[src/rtl/mvu_pkg.sv]
// mvu_pkg: shared widths, accumulator state encoding and output clamp limits
package mvu_pkg;
  localparam int N   = 64;
  localparam int SW  = $clog2(N) + 2;
  localparam int AW  = 32;
  localparam int OW  = 16;
  localparam int SHW = 5;
  localparam logic signed [OW-1:0] OUT_MAX = {1'b0, {(OW-1){1'b1}}};
  localparam logic signed [OW-1:0] OUT_MIN = {1'b1, {(OW-1){1'b0}}};
  typedef enum logic {IDLE, ACC} state_t;
endpackage

[src/rtl/vvp_acc_sat.sv]
// vvp_acc_sat: narrows the wide accumulator to the output width, clamping or truncating
module vvp_acc_sat #(
  parameter int AW  = mvu_pkg::AW,
  parameter int OW  = mvu_pkg::OW,
  parameter bit SAT = 1'b1
) (
  input  logic [AW-1:0] r,
  output logic [OW-1:0] data,
  output logic          sat
);
  // r fits in OW bits exactly when every bit from the OW sign position up agrees
  assign sat  = SAT && !((&r[AW-1:OW-1]) || !(|r[AW-1:OW-1]));
  assign data = sat ? {r[AW-1], {(OW-1){~r[AW-1]}}} : r[OW-1:0];
endmodule

[src/rtl/vvp_acc.sv]
// vvp_acc: bit-serial plane accumulator behind the vvp dot-product tree,
// emitting one saturated result per accumulation through a valid/ready register
module vvp_acc
  import mvu_pkg::*;
#(
  parameter int N   = mvu_pkg::N,
  parameter int SW  = $clog2(N) + 2,
  parameter int AW  = mvu_pkg::AW,
  parameter int OW  = mvu_pkg::OW,
  parameter int SHW = mvu_pkg::SHW,
  parameter bit SAT = 1'b1
) (
  input  logic           clk,
  input  logic           rst_n,
  input  logic           in_valid,
  output logic           in_ready,
  input  logic [SW-1:0]  in_s,
  input  logic [SHW-1:0] in_shift,
  input  logic           in_first,
  input  logic           in_last,
  output logic           out_valid,
  input  logic           out_ready,
  output logic [OW-1:0]  out_data,
  output logic           out_sat
);
  state_t        state_q, state_d;
  logic [AW-1:0] acc_q, acc_d, term;
  logic          out_valid_q, out_valid_d, out_sat_q, out_sat_d, sat_flag, take, fin;
  logic [OW-1:0] out_data_q, out_data_d, sat_data;

  always_comb begin
    in_ready    = !out_valid_q || out_ready;
    take        = in_valid && in_ready;
    fin         = take && in_last;
    term        = {{(AW-SW){in_s[SW-1]}}, in_s} << in_shift;
    acc_d       = !take ? acc_q : (state_q == IDLE || in_first) ? term : acc_q + term;
    state_d     = !take ? state_q : in_last ? IDLE : ACC;
    out_valid_d = fin || (out_valid_q && !out_ready);
    out_data_d  = fin ? sat_data : out_data_q;
    out_sat_d   = fin ? sat_flag : out_sat_q;
  end

  // the clamp sees the post-beat value so the result lands one edge after the last beat
  vvp_acc_sat #(.AW(AW), .OW(OW), .SAT(SAT)) u_sat (
    .r    (acc_d),
    .data (sat_data),
    .sat  (sat_flag)
  );

  always_ff @(posedge clk or negedge rst_n) begin
    if (!rst_n) begin
      state_q     <= IDLE;
      acc_q       <= '0;
      out_valid_q <= 1'b0;
      out_data_q  <= '0;
      out_sat_q   <= 1'b0;
    end else begin
      state_q     <= state_d;
      acc_q       <= acc_d;
      out_valid_q <= out_valid_d;
      out_data_q  <= out_data_d;
      out_sat_q   <= out_sat_d;
    end
  end

  assign out_valid = out_valid_q;
  assign out_data  = out_data_q;
  assign out_sat   = out_sat_q;
endmodule

[config.mk]
export PLATFORM = sky130hd
export DESIGN_NAME = vvp_acc
export DESIGN_NICKNAME = d
export VERILOG_FILES = /design/src/rtl/mvu_pkg.sv /design/src/rtl/vvp_acc_sat.sv /design/src/rtl/vvp_acc.sv
export SDC_FILE = /design/constraint.sdc
export NUM_CORES = 1
export LEC_CHECK = 0
export CORE_ASPECT_RATIO = 1.75
export CORE_MARGIN = 2
export CORE_UTILIZATION = 25
export CTS_CLUSTER_DIAMETER = 80
export DETAILED_ROUTE_END_ITERATION = 16
export GPL_TIMING_DRIVEN = 0
export SYNTH_ARGS = -nofsm -noshare
export SYNTH_HDL_FRONTEND = slang
export SYNTH_SLANG_ARGS = --single-unit
[constraint.sdc]
create_clock -name clk -period 4.74 [get_ports clk]
set_clock_uncertainty 0.05 [all_clocks]
set_input_delay 0.948 -clock clk [delete_from_list [all_inputs] [get_ports clk]]
set_output_delay 0.948 -clock clk [all_outputs]
set_load 0.01 [all_outputs]
# After elaboration in Yosys (flattened, before gate mapping)
# Cells that the tools add are included.
[totals] wordCells=26 ff_bits=51 output_inout_bits=19 input_bits=19
[classes] addsub=1 n_reduce_logical=13 shift=1 n_bitwise=2 n_mux=4
[ops] cell="$mux W32" count=2
[ops] cell="$add A32 B32 Y32" count=1
[ops] cell="$shl A32 B5 Y32" count=1
[ops] cell="$reduce_and A17 Y1" count=1
[ops] cell="$reduce_or A17 Y1" count=1
[ops] cell="$mux W16" count=1
[ops] cell="$logic_not A1 Y1" count=4
[ops] cell="$logic_or A1 B1 Y1" count=4
[ops] cell="$logic_and A1 B1 Y1" count=3
[ops] cell="$not A1 Y1" count=2
[ops] cell="$mux W1" count=1

# Depth between registers and ports, before layout
[depth] depth_word=8 depth_mapped=20 depth_no_buf=18

# Cells and area by module
# Synthesis repeated with hierarchy kept, for this count alone.
[hier_totals] cells_unflattened=572 area_unflattened_um2=4629.4
[modules_own_cells] mod="vvp_acc" area_per_inst_um2=4365.4 n_inst=1 seq_area_each_um2=1276.2 cells_each=541
[modules_own_cells] mod="vvp_acc_sat" area_per_inst_um2=264.0 n_inst=1 seq_area_each_um2=0.0 cells_each=31

# Least setup slack after synthesis
# No wires, ideal clock.
[synth_path] path_kind="input to register" from="input in_shift[0]" to="register out_sat_q, in the netlist out_sat" t_arrival_ns=4.855 path_slack_ns=-0.304 n_path_buf=2 setup_time_ns=0.139 stages=16 required_ns=4.551 cell_sequence="buf_6 mux4_2 a22o_1 and2_1 ha_1 nand3_1 a21oi_1 o41ai_1 a21boi_1 mux2_2 a211oi_1 and3_1 nand4_1 o41ai_4 buf_4 a21oi_1"
[synth_between] elab_chain_len=8 word_cells_on_any_way=9
[synth_rtl] item="from (decl)" line="vvp_acc.sv:18" text="input logic [SHW-1:0] in_shift,"
[synth_rtl] item="$shl A32 B5 Y32 (*)" line="vvp_acc.sv:35" text="term = {{(AW-SW){in_s[SW-1]}}, in_s} << in_shift;"
[synth_rtl] item="$add A32 B32 Y32" line="vvp_acc.sv:36" text="acc_d = !take ? acc_q : (state_q == IDLE || in_first) ? term : acc_q + term;"
[synth_rtl] item="$mux W32 (*) (2 in a row)" line="vvp_acc.sv:36"
[synth_rtl] item="named net acc_d[16]" line="vvp_acc.sv:27" text="logic [AW-1:0] acc_q, acc_d, term;"
[synth_rtl] item="$reduce_or A17 Y1" line="vvp_acc_sat.sv:12" text="assign sat = SAT && !((&r[AW-1:OW-1]) || !(|r[AW-1:OW-1]));"
[synth_rtl] item="$logic_not A1 Y1" line="vvp_acc_sat.sv:12"
[synth_rtl] item="$logic_or A1 B1 Y1 (*)" line="vvp_acc_sat.sv:12"
[synth_rtl] item="$logic_not A1 Y1 (*)" line="vvp_acc_sat.sv:12"
[synth_rtl] item="to (signal assigned)" line="vvp_acc.sv:62" text="out_sat_q <= out_sat_d;"
[synth_rtl] item="to (decl)" line="vvp_acc.sv:28" text="logic out_valid_q, out_valid_d, out_sat_q, out_sat_d, sat_flag, take, fin;"
# The timed path passes the listed nets; every way through them passes the cells marked *.
# A chain may end at the register's enable or synchronous reset.

# Worst setup path after layout
[layout_path] from="input in_s[6]" to="register out_data_q[9], in the netlist out_data[9]"
[layout_between] elab_chain_len=8 word_cells_on_any_way=10
[layout_rtl] item="from (decl)" line="vvp_acc.sv:17" text="input logic [SW-1:0] in_s,"
[layout_rtl] item="$shl A32 B5 Y32 (*)" line="vvp_acc.sv:35"
[layout_rtl] item="$add A32 B32 Y32" line="vvp_acc.sv:36"
[layout_rtl] item="$mux W32 (*) (2 in a row)" line="vvp_acc.sv:36"
[layout_rtl] item="$reduce_or A17 Y1" line="vvp_acc_sat.sv:12"
[layout_rtl] item="$logic_not A1 Y1" line="vvp_acc_sat.sv:12"
[layout_rtl] item="$logic_or A1 B1 Y1" line="vvp_acc_sat.sv:12"
[layout_rtl] item="$mux W16 (*)" line="vvp_acc_sat.sv:13" text="assign data = sat ? {r[AW-1], {(OW-1){~r[AW-1]}}} : r[OW-1:0];"
[layout_rtl] item="to (signal assigned)" line="vvp_acc.sv:61" text="out_data_q <= out_data_d;"
[layout_rtl] item="to (decl)" line="vvp_acc.sv:29" text="logic [OW-1:0] out_data_q, out_data_d, sat_data;"
# Every way passes the cells marked *; elsewhere a longest branch is shown, timed or not.

==> results.toml <==
[synth]
ys_top_cells_by_area = "dfrtp_1 25%, ha_1 7.5%, a21oi_1 7.0%, nor2_1 6.4%, nand2_1 4.7%"
syn-num-nets = 721
syn_avg_cell_area_um2 = 7.690
netlist_area_um2 = 5152
synthCells = 670
yosysSeqAreaShare_pct = 24.77
ys_async_sr_fraction_pct = 100.0
ys_types = 75
yosys_warnings = 0
synth_top_area_share_pct = 24.77
synth_top_flop_cell = "dfrtp_1"
synth-edff-count = 0
synth_top_area_cell = "dfrtp_1"
synth-seq-cells = 51

[clocking]
path_clk_slew_ns = 0.07
cts_tree = "built"
cts.sinks = 51
cts_buffer_depth = 2
cts_buffers = 5
clockRootBuffer = "clkbuf_16"
ctsHoldBuffers = 0
clock_insertion_delay_worst_skew_ns = 0.31
htree_levels = 2

[setup_path]
r2r_cells = 14
cp-start-kind = "input pin"
path_max_fanout = 5
ff2ff_setup_slack_ns = 0.90
cp-end-kind = "register"
r2r_start = "out_valid$_DFF_PN0_"
worstReg2RegEnd = "out_data[9]$_DFFE_PN0P_"
path_class = "in2reg"
worstPathArrival_ns = 5.22
critical_path_required_ns = 4.93

[final_layout]
drive_gt1_share_pct = 35.74
antenna_cells = 0
fillers = 1957
multi_input_area_um2 = 4725
final_cells = 1023
nNetsFinal = 825
final-seq-area_um2 = 1276
syn2layout_area_growth_pct = 49.93

[global_routing]
grt_max_degree = 36
track_usage_pct = 19.25
antenna_found_initial = 0
globalRoute.totalOverflow = 0
first_global_vias = 5909
grt_pass1_wl_um = 32570

[pwr]
power_frac_comb_pct = 61.7
power.switching_mw = 1.274
clkPwrFrac_pct = 15.6
p_sw_share_pct = 44.19
vdd_drop_max_uv = 156.4
p_seq_share_pct = 22.7
power.internal_mw = 1.609
leakagePower_nw = 3.038
powerDensity_nw_per_um2 = 373.1
p_total_mw = 2.882

[drt]
drc_errors = 0
drt-total-wl_um = 21730
antenna_left = 0
wl_per_cell_um = 21.24
firstDrtPassIters = 5
vias = 5875
avgViaCountPerCell = 5.743
drt_iter0_drc = 367

[floorplan]
rows = 69
fp.dieH_um = 193.9
num_io_pins = 38
die_area_um2 = 21820
core_region_area_um2 = 20290
die_w_um = 112.5
initial_core_util_pct = 25.40

[hold_path]
holdCritStartpoint = "out_data[15]$_DFFE_PN0P_"
hp-class = "reg2reg"
hold_depth = 2
min_to = "out_data[15]$_DFFE_PN0P_"

[place]
io_buffer_count = 37
globalplace.congestion = 0.9754
hpwl_um = 15670
placed_cells = 956

[sta]
rsz0062_at_grt = "true"
clock.fmax_ghz = 0.1985
setup_ws_ns = -0.2971
tightest_slew_ns = 1.122
fin_crit_sh_pct = 106.3
layout_min_cycle_time_ns = 5.037
hold_viol_final = 0
finalSetupViolations = 16
drv_slew = 0
slew_headroom_pct = 24.93

[flow_run]
drv_cap = 0

[status]
violations = "negative setup slack"
status = "finished with violations"
## worst max-delay path: stages
cell and delay, ns:
clkdlybuf4s15_2 0.25, mux2_4 0.33, o211a_1 0.26, a21oi_4 0.21, a21oi_2 0.12, ha_2 0.40
nand2_1 0.16, o21ai_4 0.23, o32ai_2 0.12, a21oi_4 0.27, mux2i_2 0.31, a221oi_4 0.08
buf_4 0.22, nor4_4 0.26, nand4_1 0.20, o41ai_4 0.40, buf_6 0.19, buf_8 0.14
o2bb2ai_4 0.12
## cell usage after synthesis, types with 3 or more instances
cell type and number:
xor2_1 9, o211a_1 3, nand4_1 8, o21ai_0 33
mux2_2 7, and4_1 4, nor3_1 17, clkbuf_1 28
and3_1 9, buf_2 5, inv_1 16, a31oi_1 12
xnor2_1 8, nor2b_1 6, a22o_1 3, nand2b_1 10
a21oi_1 72, o21a_1 14, o31ai_1 5, buf_1 4
a211oi_1 13, nand3_1 14, o21bai_1 3, nor2_1 88
mux2i_1 15, a22oi_1 3, nor4_1 6, a21boi_1 3
ha_1 31, o2bb2ai_1 15, and2_1 9, o211ai_1 5
o21ai_1 6, o22ai_1 6, dfrtp_1 51, nand2_1 65
a21o_1 12
## metal layers
metal | vias to the layer above | part of all wire, % | GRT usage, %
met4 | 0 | 9.0 | 15.94
met3 | 96 | 3.1 | 2.251
met5 | - | 0 | 0
li1 | 2707 | - | -
met1 | 2872 | 33 | 17.66
met2 | 200 | 54 | 36.72
## registers in the layout, indices dropped and copies added (netlist names)
name and count:
out_valid 1, out_data 16, acc_q 32, out_sat 1, state_q 1
## final cells by class
class | count | area share, %
Buffer | 36 | 3.499
Clock buffer | 6 | 1.798
Clock inverter | 2 | 0.4535
Inverter | 16 | 0.7775
Multi-Input combinational cell | 562 | 61.16
Sequential cell | 51 | 16.52
Tap cell | 248 | 4.017
Timing Repair Buffer | 102 | 11.78
## cells by family after synthesis
logic type / count (synthesis) / share of synthesized area, %
and+or+nand+nor: 251 / 23.12
AOI/OAI and AO/OA: 238 / 31.33
buffers and inverters: 57 / 4.662
DFF: 51 / 24.77
adders and majority gates: 32 / 7.916
muxes: 24 / 5.318
xor gates and xnor gates: 17 / 2.890
## worst max-delay path by stage
stage	from	to	slack, ns	cells after the start
2_1_floorplan	in_shift[0]	out_sat$_DFFE_PN0P_	-0.05	19
3_3_place_gp	in_shift[0]	out_sat$_DFFE_PN0P_	-1.98	20
5_1_grt	in_shift[0]	out_data[9]$_DFFE_PN0P_	-0.41	21
6_report	in_s[6]	out_data[9]$_DFFE_PN0P_	-0.30	19
4_1_cts	in_s[1]	out_data[3]$_DFFE_PN0P_	-0.19	19
3_5_place_dp	in_shift[0]	out_data[9]$_DFFE_PN0P_	-1.96	21
## cells in the final DEF, fill, tap and decap left out, types with 14 or more instances in the layout
master	count
nor2_2	14
nor2_1	72
buf_4	57
o21ai_0	17
clkbuf_1	15
clkdlybuf4s50_1	23
nand2_1	57
dfrtp_1	51
a21oi_2	16
a21oi_1	46
o21a_1	14
ha_1	18
## metrics by stage
step	util (%)	worst slack [ns]	TNS (ns)	hold slack [ns]	area, um^2
after floorplan	-	-0.05059	-0.3343	0.4145	5201
after global placement	28.99	-1.979	-40.50	0.4209	5882
after detailed placement	29.07	-1.964	-40.04	0.4295	5897
after CTS	36.58	-0.1888	-2.642	0.4457	7421
after global routing	38.08	-0.4118	-6.338	0.4771	7725
final	38.08	-0.2971	-4.410	0.4375	7725
## power by group through the flow
stage | logic (mW) | registers (mW) | clock network [mW]
after floorplan | 0.825 | 0.652 | 0
after global placement | 1.24 | 0.644 | 0
after detailed placement | 1.25 | 0.649 | 0
after CTS | 1.63 | 0.652 | 0.453
after global routing | 1.89 | 0.670 | 0.469
final | 1.78 | 0.655 | 0.449
## timing repair
action / in CTS / in global routing
pin swaps: 68 / 35
buffers inserted: 53 / 9
setup endpoints to repair: 31 / 17
cloned: 2 / 0
resized for setup: 242 / 57
No activity file was read; power rests on OpenSTA's default activity.
